==> src/rtl/ggt_param_core.sv <==
// GCD engine (subtractive Euclid or binary Stein by MODE) with abort and saturating RUN-cycle count.
// Result and valid appear n RUN cycles after an accepted start; start is only taken while ready_o=1.
module ggt_param_core #(
  parameter int WIDTH = 16,
  parameter int MODE  = 0,
  parameter int CNT_W = 16
) (
  input  logic             clk,
  input  logic             rst,
  input  logic             start_i,
  input  logic             abort_i,
  input  logic [WIDTH-1:0] Zahl1_i,
  input  logic [WIDTH-1:0] Zahl2_i,
  output logic             ready_o,
  output logic [WIDTH-1:0] ergebnis,
  output logic             valid,
  output logic [CNT_W-1:0] zyklen_o
);

  localparam int KW = $clog2(WIDTH) + 1;

  localparam logic [1:0] ST_IDLE = 2'd0;
  localparam logic [1:0] ST_RUN  = 2'd1;
  localparam logic [1:0] ST_DONE = 2'd2;

  logic [1:0]       state_q, state_d;
  logic [WIDTH-1:0] a_q, a_d;
  logic [WIDTH-1:0] b_q, b_d;
  logic [KW-1:0]    k_q, k_d;
  logic [CNT_W-1:0] cnt_q, cnt_d;
  logic [WIDTH-1:0] res_q, res_d;
  logic [CNT_W-1:0] zyk_q, zyk_d;
  logic             valid_q, valid_d;

  logic [CNT_W-1:0] cnt_inc;
  logic             step_fin;
  logic [WIDTH-1:0] step_res;
  logic [WIDTH-1:0] a_nx, b_nx;
  logic [KW-1:0]    k_nx;

  assign cnt_inc = (cnt_q == {CNT_W{1'b1}}) ? cnt_q : cnt_q + CNT_W'(1);

  // k stays 0 in Euclid mode, so the shifted result form serves both algorithms.
  always_comb begin
    step_fin = 1'b0;
    step_res = '0;
    a_nx     = a_q;
    b_nx     = b_q;
    k_nx     = k_q;
    if (a_q == '0) begin
      step_fin = 1'b1;
      step_res = b_q << k_q;
    end else if ((b_q == '0) || (a_q == b_q)) begin
      step_fin = 1'b1;
      step_res = a_q << k_q;
    end else if (MODE == 0) begin
      if (a_q > b_q) a_nx = a_q - b_q;
      else           b_nx = b_q - a_q;
    end else begin
      if (!a_q[0] && !b_q[0]) begin
        a_nx = a_q >> 1;
        b_nx = b_q >> 1;
        k_nx = k_q + KW'(1);
      end else if (!a_q[0]) begin
        a_nx = a_q >> 1;
      end else if (!b_q[0]) begin
        b_nx = b_q >> 1;
      end else if (a_q > b_q) begin
        a_nx = (a_q - b_q) >> 1;
      end else begin
        b_nx = (b_q - a_q) >> 1;
      end
    end
  end

  always_comb begin
    state_d = state_q;
    a_d     = a_q;
    b_d     = b_q;
    k_d     = k_q;
    cnt_d   = cnt_q;
    res_d   = res_q;
    zyk_d   = zyk_q;
    valid_d = valid_q;
    case (state_q)
      ST_IDLE, ST_DONE: begin
        if (abort_i) begin
          state_d = ST_IDLE;
          valid_d = 1'b0;
        end else if (start_i) begin
          a_d     = Zahl1_i;
          b_d     = Zahl2_i;
          k_d     = '0;
          cnt_d   = '0;
          valid_d = 1'b0;
          state_d = ST_RUN;
        end
      end
      ST_RUN: begin
        if (abort_i) begin
          state_d = ST_IDLE;
        end else begin
          cnt_d = cnt_inc;
          a_d   = a_nx;
          b_d   = b_nx;
          k_d   = k_nx;
          if (step_fin) begin
            res_d   = step_res;
            zyk_d   = cnt_inc;
            valid_d = 1'b1;
            state_d = ST_DONE;
          end
        end
      end
      default: state_d = ST_IDLE;
    endcase
  end

  always_ff @(posedge clk) begin
    if (rst) begin
      state_q <= ST_IDLE;
      a_q     <= '0;
      b_q     <= '0;
      k_q     <= '0;
      cnt_q   <= '0;
      res_q   <= '0;
      zyk_q   <= '0;
      valid_q <= 1'b0;
    end else begin
      state_q <= state_d;
      a_q     <= a_d;
      b_q     <= b_d;
      k_q     <= k_d;
      cnt_q   <= cnt_d;
      res_q   <= res_d;
      zyk_q   <= zyk_d;
      valid_q <= valid_d;
    end
  end

  assign ready_o  = (state_q != ST_RUN);
  assign ergebnis = res_q;
  assign valid    = valid_q;
  assign zyklen_o = zyk_q;

endmodule

==> config.mk <==
export PLATFORM = sky130hd
export DESIGN_NAME = ggt_param_core
export DESIGN_NICKNAME = d
export VERILOG_FILES = /design/src/rtl/ggt_param_core.sv
export SDC_FILE = /design/constraint.sdc
export NUM_CORES = 1
export LEC_CHECK = 0
export CAP_MARGIN = 30
export CELL_PAD_IN_SITES_DETAIL_PLACEMENT = 2
export CELL_PAD_IN_SITES_GLOBAL_PLACEMENT = 2
export CORE_MARGIN = 1.5
export CORE_UTILIZATION = 36
export DETAILED_ROUTE_END_ITERATION = 8
export PLACE_DENSITY_LB_ADDON = 0.08
export SLEW_MARGIN = 20
export SYNTH_ARGS = -nofsm -noshare
export SYNTH_HDL_FRONTEND = slang
export SYNTH_SLANG_ARGS = --single-unit
==> constraint.sdc <==
create_clock -name clk -period 7.7 [get_ports clk]
set_clock_uncertainty 0.15 [all_clocks]
set_input_delay 2.31 -clock clk [delete_from_list [all_inputs] [get_ports clk]]
set_output_delay 2.31 -clock clk [all_outputs]
set_load 0.1 [all_outputs]
After elaboration in Yosys (flattened, before gate mapping)
Cells that the tools add are included.

$add $sub $neg: 3. Mux-type cells: 33. Order comparisons: 1. Bitwise operators: 1. Reductions and logical operators: 12. Eq/ne operators: 15.

Operators with widths (number): $mux 16 (18); $pmux 16 s2 (3); $logic_not 16->1 (2); $sub 16x16->16 (2); $add 16x1->16 const B (1); $eq 16x16->1 (1); $eq 16x16->1 const B (1); $gt 16x16->1 (1); $ne 2x2->1 const B (8); $reduce_and 7->1 (2); $mux 2 (4); $reduce_and 4->1 (2); $mux 1 (6); $ne 3x3->1 const B (2); $pmux 2 s2 (1); $reduce_and 3->1 (1); $eq 2x1->1 const B (1); $eq 2x2->1 const B (1); $logic_not 2->1 (1); $ne 2x1->1 const B (1); $pmux 1 s2 (1); $reduce_and 2->1 (1); $reduce_bool 2->1 (1); $reduce_or 2->1 (1); 2 further kinds (2).

Register bits after elaboration: 83. Output and inout port bits: 34.

Logic depth before layout (Yosys ltp)
Gate-level depths: netlist (run 1).

Depth in word-level cells: 7. Mapped depth: 12. Depth with buffers taken out: 9.

Worst setup path before layout (run 1)
Ideal clock, no wire load.

Kind: flip-flop to output port. Start: register state_q[0]. End: output ready_o. Path slack: 3.079 ns. Data arrival time: 2.161 ns. Cell stages (with the launch flop): 7. Path buffers: 4. Required time: 5.240 ns. Cell sequence: dfxtp_1 nor2b_1 buf_2 inv_2 clkbuf_1 buf_2 clkbuf_1.

Longest elaborated chain between the ends: 1.

RTL lines: start, declared (RTL line 26) `logic [1:0] state_q, state_d;`; start signal, assigned (RTL line 130) `state_q <= state_d;`; $ne 2x1->1 (RTL line 141) `assign ready_o = (state_q != ST_RUN);`; end, declared (RTL line 14) `output logic ready_o,`.

Every way passes these cells.

Final worst setup path (run 1)
Same ends and word-level chain as after synthesis.

==> results of run 1 <==
-- cells by family after synthesis --
family,count (synthesis),synth area share
adders and majority gates,34,0.0776
xor gates and xnor gates,18,0.0278
AOI/OAI and AO/OA,230,0.292
buffers and inverters,91,0.0690
and+or+nand+nor,270,0.230
muxes,6,0.0108
DFF,83,0.293
-- final cells by class --
class	count	area, sq um
clock inverters	6	73.8
inverters	37	139
multi-input cells	558	3620
flip-flops and latches	83	1660
well taps	211	264
fillers	1793	8560
clock buffers	10	239
repair buffers	78	753
-- sequential cells by signal (all words and copies together), names as in the netlist --
register	flops
valid	1
b_q	16
cnt_q	16
state_q	2
ergebnis	16
a_q	16
zyklen_o	16
-- how the worst max path moves through the flow --
stage / to / startpoint / slack, ns / cells past startpoint
floorplan: ready_o / state_q[0]$_SDFFE_PP0P_ / 3.08 / 6
global placement: a_q[13]$_SDFFE_PP0P_ / start_i / 3.13 / 7
detailed placement: b_q[7]$_SDFFE_PP0P_ / start_i / 3.05 / 5
CTS: ready_o / state_q[0]$_SDFFE_PP0P_ / 3.12 / 3
global route: ready_o / state_q[0]$_SDFFE_PP0P_ / 3.05 / 3
finish: ready_o / state_q[0]$_SDFFE_PP0P_ / 3.11 / 3
-- routing by layer --
metal | part of all wire | routed length (um)
met1 | 0.45 | 10400
met2 | 0.47 | 10800
met5 | 0 | 0
met3 | 0.050 | 1140
met4 | 0.026 | 588
-- power groups by stage --
stage / Combinational, mW / Sequential [mW] / Clock, mW
2_1_floorplan: 0.359 / 0.500 / 0
4_1_cts: 0.542 / 0.487 / 0.459
3_3_place_gp: 0.515 / 0.495 / 0
6_report: 0.549 / 0.487 / 0.452
5_1_grt: 0.591 / 0.490 / 0.476
3_5_place_dp: 0.536 / 0.496 / 0
-- placed cells by master (no fill, tap or decap), types with 6 or more instances in the layout --
cell	netlist	layout
a31oi_1	7	7
nor4_1	11	11
nor2_1	80	80
a22oi_1	9	9
inv_1	36	36
nand2_1	67	67
buf_4	1	9
a311oi_2	6	6
nand4_1	14	14
a221oi_1	7	7
a311oi_1	20	20
nand3_1	15	15
o21a_1	11	11
o21ai_0	26	26
a211oi_1	31	31
xor2_1	8	8
clkdlybuf4s50_1	0	68
nor2b_1	8	7
xnor2_1	10	10
ha_1	32	32
dfxtp_1	83	83
clkbuf_16	0	9
o31ai_1	6	6
a21oi_1	54	54
and3_1	7	7
nor3_1	39	39
-- stage by stage --
step / utilization / power [mW]
after CTS: 0.441 / 1.49
after global routing: 0.441 / 1.56
after floorplan: - / 0.858
after detailed placement: 0.420 / 1.03
final: 0.441 / 1.49
after global placement: 0.420 / 1.01
-- worst register-to-register path, cell delays in order, from the launching register on --
cell	delay [ns]
dfxtp_1	0.54
inv_1	0.09
ha_1	0.64
nand4_1	0.41
nor4_2	0.66
or3_1	0.40
nand2_1	0.61
a211oi_1	0.52
nor3_1	0.08
==> results.toml, run 1 <==
[setup_path]
path_class = "register to primary output"
r2r_cells = 8
crit_path_cell_trace = "nor2b_2 > inv_2 > clkdlybuf4s50_1"
end_kind = "primary output"
r2r-start = "a_q[9]$_SDFFE_PP0P_"
cp.required_ns = 5.24
cp.arrival_ns = 2.13
slowest_delay_ns = 0.98
cp_slowest_cell = "clkdlybuf4s50_1"
crit_fanout = 4
crit_path_start_kind = "register"
crit_family = "buffers and inverters"
r2r-end = "ergebnis[6]$_SDFFE_PP0P_"
r2r_slack_ns = 3.46
crit_buf_inv = 2

[die]
dieArea_sq_um = 16500
core_area_sq_um = 15300
start_util = 0.371
rows = 45
die_height_um = 129
die_w_um = 129
io_pins = 70

[power_and_ir_drop]
p_seq_frac = 0.327
switching_power_mw = 0.586
power.internal_mw = 0.903
p_leak_nw = 2.31
power_frac_comb = 0.369
netSwitchingFraction = 0.394
p_per_area_nw_per_um2 = 220
ir_drop_uv = 126
p_clk_frac = 0.304

[global_routing]
busiest_layer = "met2"
grt_util_met1 = 0.384
met2_usage = 0.482
grt_use_total = 0.286
grt_pass1_wl_mm = 36.3
grt_pass1_vias = 6451
grt-ovfl-total = 0
met3_usage = 0.0358
grt_max_degree = 77
antenna_found_initial = 0

[routing]
wl_per_cell_um = 23.3
routed_wl_mm = 22.9
vias = 6072
drt-initial-drc-count = 365
first_pass_iters = 5
drcViolationCount = 0
viasPerCell = 6.18
ant_nets = 0

[layout]
fin_cells = 983
nets = 837
diodes = 0
fin_area_sq_um = 6750
drive_gt1_frac = 0.0699
areaGrowthSynthToFinish_pct = 19.0

[yosys]
yosysSeqAreaShare = 0.293
avgSynthCellArea_sq_um = 7.75
synthTopCellsByArea = "dfxtp_1, ha_1, nor2_1"
async_reset_ff_frac = 0
synth.top_cell.area_share = 0.293
yosysTopAreaCell = "dfxtp_1"
yosys-top-cells-count = "dfxtp_1, nor2_1, nand2_1"
synth.most_common_cell = "dfxtp_1"
synthesis.area_sq_um = 5670
synth_warnings = 0
ys_ff_latch = 83
synth_fp_nets = 802
synth_cell_types = 70
postSynthCellCount = 732
synthFlopType = "dfxtp_1"
synth_edf_count = 0

[placement]
dp_cells = 966
portBuffers = 69
dp_slack_ns = 3.05
place_congestion = 0.880
placed_area_sq_um = 6430
hpwl_mm = 17.1

[worst_hold_path]
hp-start = "zyklen_o[0]$_SDFFE_PP0P_"
hold_path_depth = 2
min_path_type = "register to register"
hold_path_end = "zyklen_o[0]$_SDFFE_PP0P_"

[timing]
fmax_mhz = 218
slew_headroom = 0.342
fin_ws_ns = 3.11
period_share = 0.596
hold_viol_final = 0
rsz0062_at_grt = "no"
finalMaxSlewViolations = 0
fin_crit_ns = 4.59
finalSetupViolCount = 0
hold_slack_ns = 0.318
worst_slew_pin_slew_ns = 0.984
tns_ns = 0

[clocking]
cts_tree = "done"
cts_made_buffers = 9
path_clk_slew_ns = 0.07
post_cts_resized = 0
cts_setup_buffers = 0
clk-insertion-delay-late_ns = 0.34
cts_sinks = 83
h-tree-depth = 3
cts_hold_buffers = 0
cts_root_buf = "clkbuf_16"
clock_path_buffers = 2

[run_status]
status = "finished clean"

[job]
drv_cap = 0
Note: power is estimated with default switching activity, not from simulation.
==> run 2, diff against run 1 <==
Settings changed: CORE_UTILIZATION 36 to 33.
Clock period 7.7 ns to 4.6 ns, I/O delays scaled along.
==> run 2 against run 1 <==
  * Sequential power increased by 68%
  * Cell count increased by 1.4%
  * Largest power group unchanged
  * Die area increased by 8.9%
  * Combinational power increased by 70%
  * Largest cell class unchanged
==> results.toml, run 2 (synthesis gave the netlist of run 1 again) <==
[run_status]
status = "finished clean"

[global_routing]
grt_util_met1 = 0.357
busiest_layer = "met2"
met3_usage = 0.0457
met2_usage = 0.450
grt-ovfl-total = 0
grt_pass1_vias = 6358
grt_max_degree = 58
antenna_found_initial = 0
grt_use_total = 0.269
grt_pass1_wl_mm = 37.1

[layout]
areaGrowthSynthToFinish_pct = 20.3
diodes = 0
fin_util = 0.409
final-seq-area_sq_um = 1660
fin_area_sq_um = 6830
mostFrequentLayoutCells = "dfxtp_1, nor2_1, nand2_1, clkdlybuf4s50_1, a21oi_1"
nets = 844
final_common_cell = "dfxtp_1"
drive_gt1_frac = 0.0746
fin_cells = 997
fill_cells = 1959
multi_input_area_sq_um = 3620

[clocking]
cts_hold_buffers = 0
cts_sinks = 83
post_cts_resized = 0
cts_setup_buffers = 0
cts_made_buffers = 9
clock_path_buffers = 2
clk-insertion-delay-late_ns = 0.35
path_clk_slew_ns = 0.06
h-tree-depth = 3
cts_tree = "done"
cts_root_buf = "clkbuf_16"

[power_and_ir_drop]
p_per_area_nw_per_um2 = 374
ir_drop_uv = 221
p_leak_nw = 2.34

[timing]
hold_viol_final = 0
fin_crit_ns = 3.60
rsz0062_at_grt = "no"
slew_headroom = 0.341
period_share = 0.783
fmax_mhz = 278
worst_slew_pin_slew_ns = 0.985
finalSetupViolCount = 0
finalMaxSlewViolations = 0
tns_ns = 0

[setup_path]
cp.required_ns = 4.68
cp_slowest_cell = "nor4_2"
crit_path_cell_trace = "inv_1 > ha_1 > buf_4 > nand4_1 > nor4_2 > or3_1 > a211o_1 > nand2_2 > o221a_1"
cp.arrival_ns = 3.68
slowest_delay_ns = 0.55
crit_family = "simple AND/OR/NAND/NOR gates"
crit_fanout = 11
crit_buf_inv = 2
path_class = "register to register"
crit_path_start_kind = "register"
end_kind = "register"

[routing]
first_pass_iters = 4
ant_nets = 0
viasPerCell = 6.01
routed_wl_mm = 23.6
drt-initial-drc-count = 363
drcViolationCount = 0
vias = 5988
wl_per_cell_um = 23.6

[die]
die_height_um = 134
io_pins = 70
rows = 47
dieArea_sq_um = 18000
die_w_um = 134
core_area_sq_um = 16700
start_util = 0.340

[worst_hold_path]
min_path_type = "register to register"

[placement]
dp_cells = 983
hpwl_mm = 17.6
placed_area_sq_um = 6510
place_congestion = 0.919
portBuffers = 69

[job]
drv_cap = 0
## run 2: metrics by stage
| step | hold slack (ns) | setup slack (ns) | power [mW] |
|---|---|---|---|
| after CTS | 0.327 | 1.02 | 2.56 |
| after floorplan | 0.320 | 0.909 | 1.44 |
| final | 0.321 | 1.00 | 2.55 |
| after detailed placement | 0.315 | 0.630 | 1.75 |
| after global placement | 0.306 | 0.823 | 1.72 |
| after global routing | 0.357 | 0.800 | 2.68 |
## run 2: cell type report
| class | count | area share |
|---|---|---|
| clock buffer | 12 | 0.0376 |
| sequential | 83 | 0.243 |
| tap | 220 | 0.0403 |
| inverter | 37 | 0.0203 |
| clock inverter | 2 | 0.00880 |
| multi-input combinational | 558 | 0.531 |
| timing repair buffer | 85 | 0.119 |
## run 2: worst register-to-register path: stages (launching register included)
cell and delay, ns:
dfxtp_1 0.53, inv_1 0.11, ha_1 0.31, buf_4 0.20
nand4_1 0.28, nor4_2 0.55, or3_1 0.36, a211o_1 0.35
nand2_2 0.29, o221a_1 0.35
## run 2: where the power goes
| group | internal (mW) | switching [mW] |
|---|---|---|
| Sequential | 0.754 | 0.0643 |
| Combinational | 0.325 | 0.608 |
| Clock | 0.500 | 0.300 |
## run 2: worst paths after layout
check | start | endpoint | slack [ns] | cells past startpoint
setup / recovery | a_q[8]$_SDFFE_PP0P_ | a_q[9]$_SDFFE_PP0P_ | 1.00 | 9
hold / removal | zyklen_o[3]$_SDFFE_PP0P_ | zyklen_o[3]$_SDFFE_PP0P_ | 0.32 | 2
setup reg to reg | a_q[8]$_SDFFE_PP0P_ | a_q[9]$_SDFFE_PP0P_ | 1.00 | 9
hold reg to reg | zyklen_o[3]$_SDFFE_PP0P_ | zyklen_o[3]$_SDFFE_PP0P_ | 0.32 | 2
## run 2: metal layers
layer  routed length [um]  vias up  share of wire
met2                11100      145           0.47
met1                11100     3009           0.47
met3                  780       37          0.033
met5                    0        -              0
li1                     -     2797              -
met4                  535        0          0.023
==> run 3, diff against run 2 <==
Clock period 4.6 ns to 3.4 ns, I/O delays scaled along.
==> run 3 against run 2 <==
  * Fmax grew 9.6%
  * Global-route usage grew 0.97 points
  * Sequential power grew 31%
  * Non-clock buffer count grew 36
  * Register-to-register slack lost 0.88 ns
  * Die area is the same
  * Largest power group unchanged
  * Highest routed layer unchanged
==> results.toml, run 3 (synthesis gave the netlist of run 1 again) <==
[setup_path]
r2r_slack_ns = 0.12
crit_path_cell_trace = "inv_1 > ha_1 > a21oi_1 > o211ai_1 > a221oi_2 > a31oi_2 > nor2_1 > buf_4 > a311oi_1"
cp_slowest_cell = "a221oi_2"
cp.arrival_ns = 3.32
r2r-end = "b_q[10]$_SDFFE_PP0P_"
crit_fanout = 9
crit_family = "compound AO/OA/AOI/OAI gates"
cp.required_ns = 3.44
crit_buf_inv = 2
r2r-start = "a_q[13]$_SDFFE_PP0P_"
slowest_delay_ns = 0.57
crit_path_start_kind = "register"
end_kind = "register"
path_class = "register to register"
r2r_cells = 9

[routing]
vias = 6170
ant_nets = 0
drcViolationCount = 0
drt-initial-drc-count = 412
routed_wl_mm = 24.7
wl_per_cell_um = 23.8
viasPerCell = 5.96
first_pass_iters = 5

[timing]
slew_headroom = 0.387
rsz0062_at_grt = "no"
tns_ns = 0
finalSetupViolCount = 0
worst_slew_pin_slew_ns = 0.919
hold_viol_final = 0
fmax_mhz = 305
fin_crit_ns = 3.28
finalMaxSlewViolations = 0
period_share = 0.966

[job]
drv_cap = 0

[layout]
nets = 880
mostFrequentLayoutCells = "dfxtp_1, buf_4, nor2_1"
drive_gt1_frac = 0.161
areaGrowthSynthToFinish_pct = 23.3
fin_cells = 1036
fill_cells = 1933

[global_routing]
grt_pass1_wl_mm = 38.3
grt_use_total = 0.279
grt-ovfl-total = 0
grt_max_degree = 76
antenna_found_initial = 1
grt_pass1_vias = 6479

[worst_hold_path]
min_path_type = "register to register"
hp-start = "zyklen_o[0]$_SDFFE_PP0P_"
hold_path_depth = 2
hold_path_end = "zyklen_o[0]$_SDFFE_PP0P_"

[placement]
dp_cells = 1019
hpwl_mm = 18.9
portBuffers = 69
place_congestion = 0.972

[die]
die_w_um = 134
rows = 47
start_util = 0.340
io_pins = 70
die_height_um = 134
core_area_sq_um = 16700
dieArea_sq_um = 18000

[clocking]
clk-insertion-delay-late_ns = 0.35
cts_sinks = 83
cts_setup_buffers = 0
cts_made_buffers = 9
cts_tree = "done"
path_clk_slew_ns = 0.07
clock_path_buffers = 2
h-tree-depth = 3
post_cts_resized = 0
cts_root_buf = "clkbuf_16"
cts_hold_buffers = 0

[power_and_ir_drop]
ir_drop_uv = 242
p_seq_frac = 0.311
power_frac_comb = 0.410
power.internal_mw = 2.03
netSwitchingFraction = 0.412
p_clk_frac = 0.279
p_per_area_nw_per_um2 = 493
p_leak_nw = 2.58
switching_power_mw = 1.42

[run_status]
status = "finished clean"
## run 3: metrics by stage
step | power (mW) | utilization | area, sq um | hold slack, ns | setup WS [ns]
floorplan | 1.94 | - | 5670 | 0.320 | 0.0690
global placement | 2.42 | 0.402 | 6710 | 0.293 | 0.0598
detailed placement | 2.47 | 0.402 | 6720 | 0.304 | 0.107
CTS | 3.45 | 0.419 | 7000 | 0.317 | 0.175
global route | 3.61 | 0.419 | 7000 | 0.351 | 0.0651
finish | 3.45 | 0.419 | 7000 | 0.312 | 0.117
## run 3: worst reg2reg max path, stage by stage, from the launching register on
cell,delay (ns)
dfxtp_1,0.34
inv_1,0.08
ha_1,0.35
a21oi_1,0.43
o211ai_1,0.23
a221oi_2,0.57
a31oi_2,0.25
nor2_1,0.33
buf_4,0.27
a311oi_1,0.12
## run 3: worst max path at each step
| stage | from | end | slack (ns) | cells after the start |
|---|---|---|---|---|
| after floorplan | state_q[0]$_SDFFE_PP0P_ | ready_o | 0.07 | 6 |
| after CTS | a_q[13]$_SDFFE_PP0P_ | b_q[10]$_SDFFE_PP0P_ | 0.18 | 9 |
| final | a_q[13]$_SDFFE_PP0P_ | b_q[10]$_SDFFE_PP0P_ | 0.12 | 9 |
| after detailed placement | start_i | a_q[11]$_SDFFE_PP0P_ | 0.11 | 6 |
| after global placement | abort_i | a_q[11]$_SDFFE_PP0P_ | 0.06 | 5 |
| after global routing | a_q[13]$_SDFFE_PP0P_ | b_q[14]$_SDFFE_PP0P_ | 0.07 | 9 |
## run 3: layer usage
layer  routed length (um)  up-vias  GRT usage
li1                     -     2874          -
met1                11400     3088      0.374
met2                11600      169      0.460
met3                 1030       39     0.0363
met4                  686        0     0.0992
met5                    0        -          0
## run 3: area by class of cell
cell class | count | area [sq um] | area share
Clock inverter | 7 | 51.3 | 0.00733
Multi-Input combinational cell | 558 | 3620 | 0.518
Inverter | 37 | 139 | 0.0198
Clock buffer | 9 | 225 | 0.0322
Timing Repair Buffer | 121 | 1020 | 0.146
Tap cell | 220 | 275 | 0.0393
Sequential cell | 83 | 1660 | 0.237
Antenna cell | 1 | 2.50 | 0.000358
## run 3: power by group through the flow
stage | logic, mW | clock network (mW) | registers (mW)
floorplan | 0.812 | 0 | 1.13
global placement | 1.33 | 0 | 1.09
detailed placement | 1.38 | 0 | 1.09
CTS | 1.40 | 0.986 | 1.07
global route | 1.51 | 1.02 | 1.08
finish | 1.41 | 0.962 | 1.07
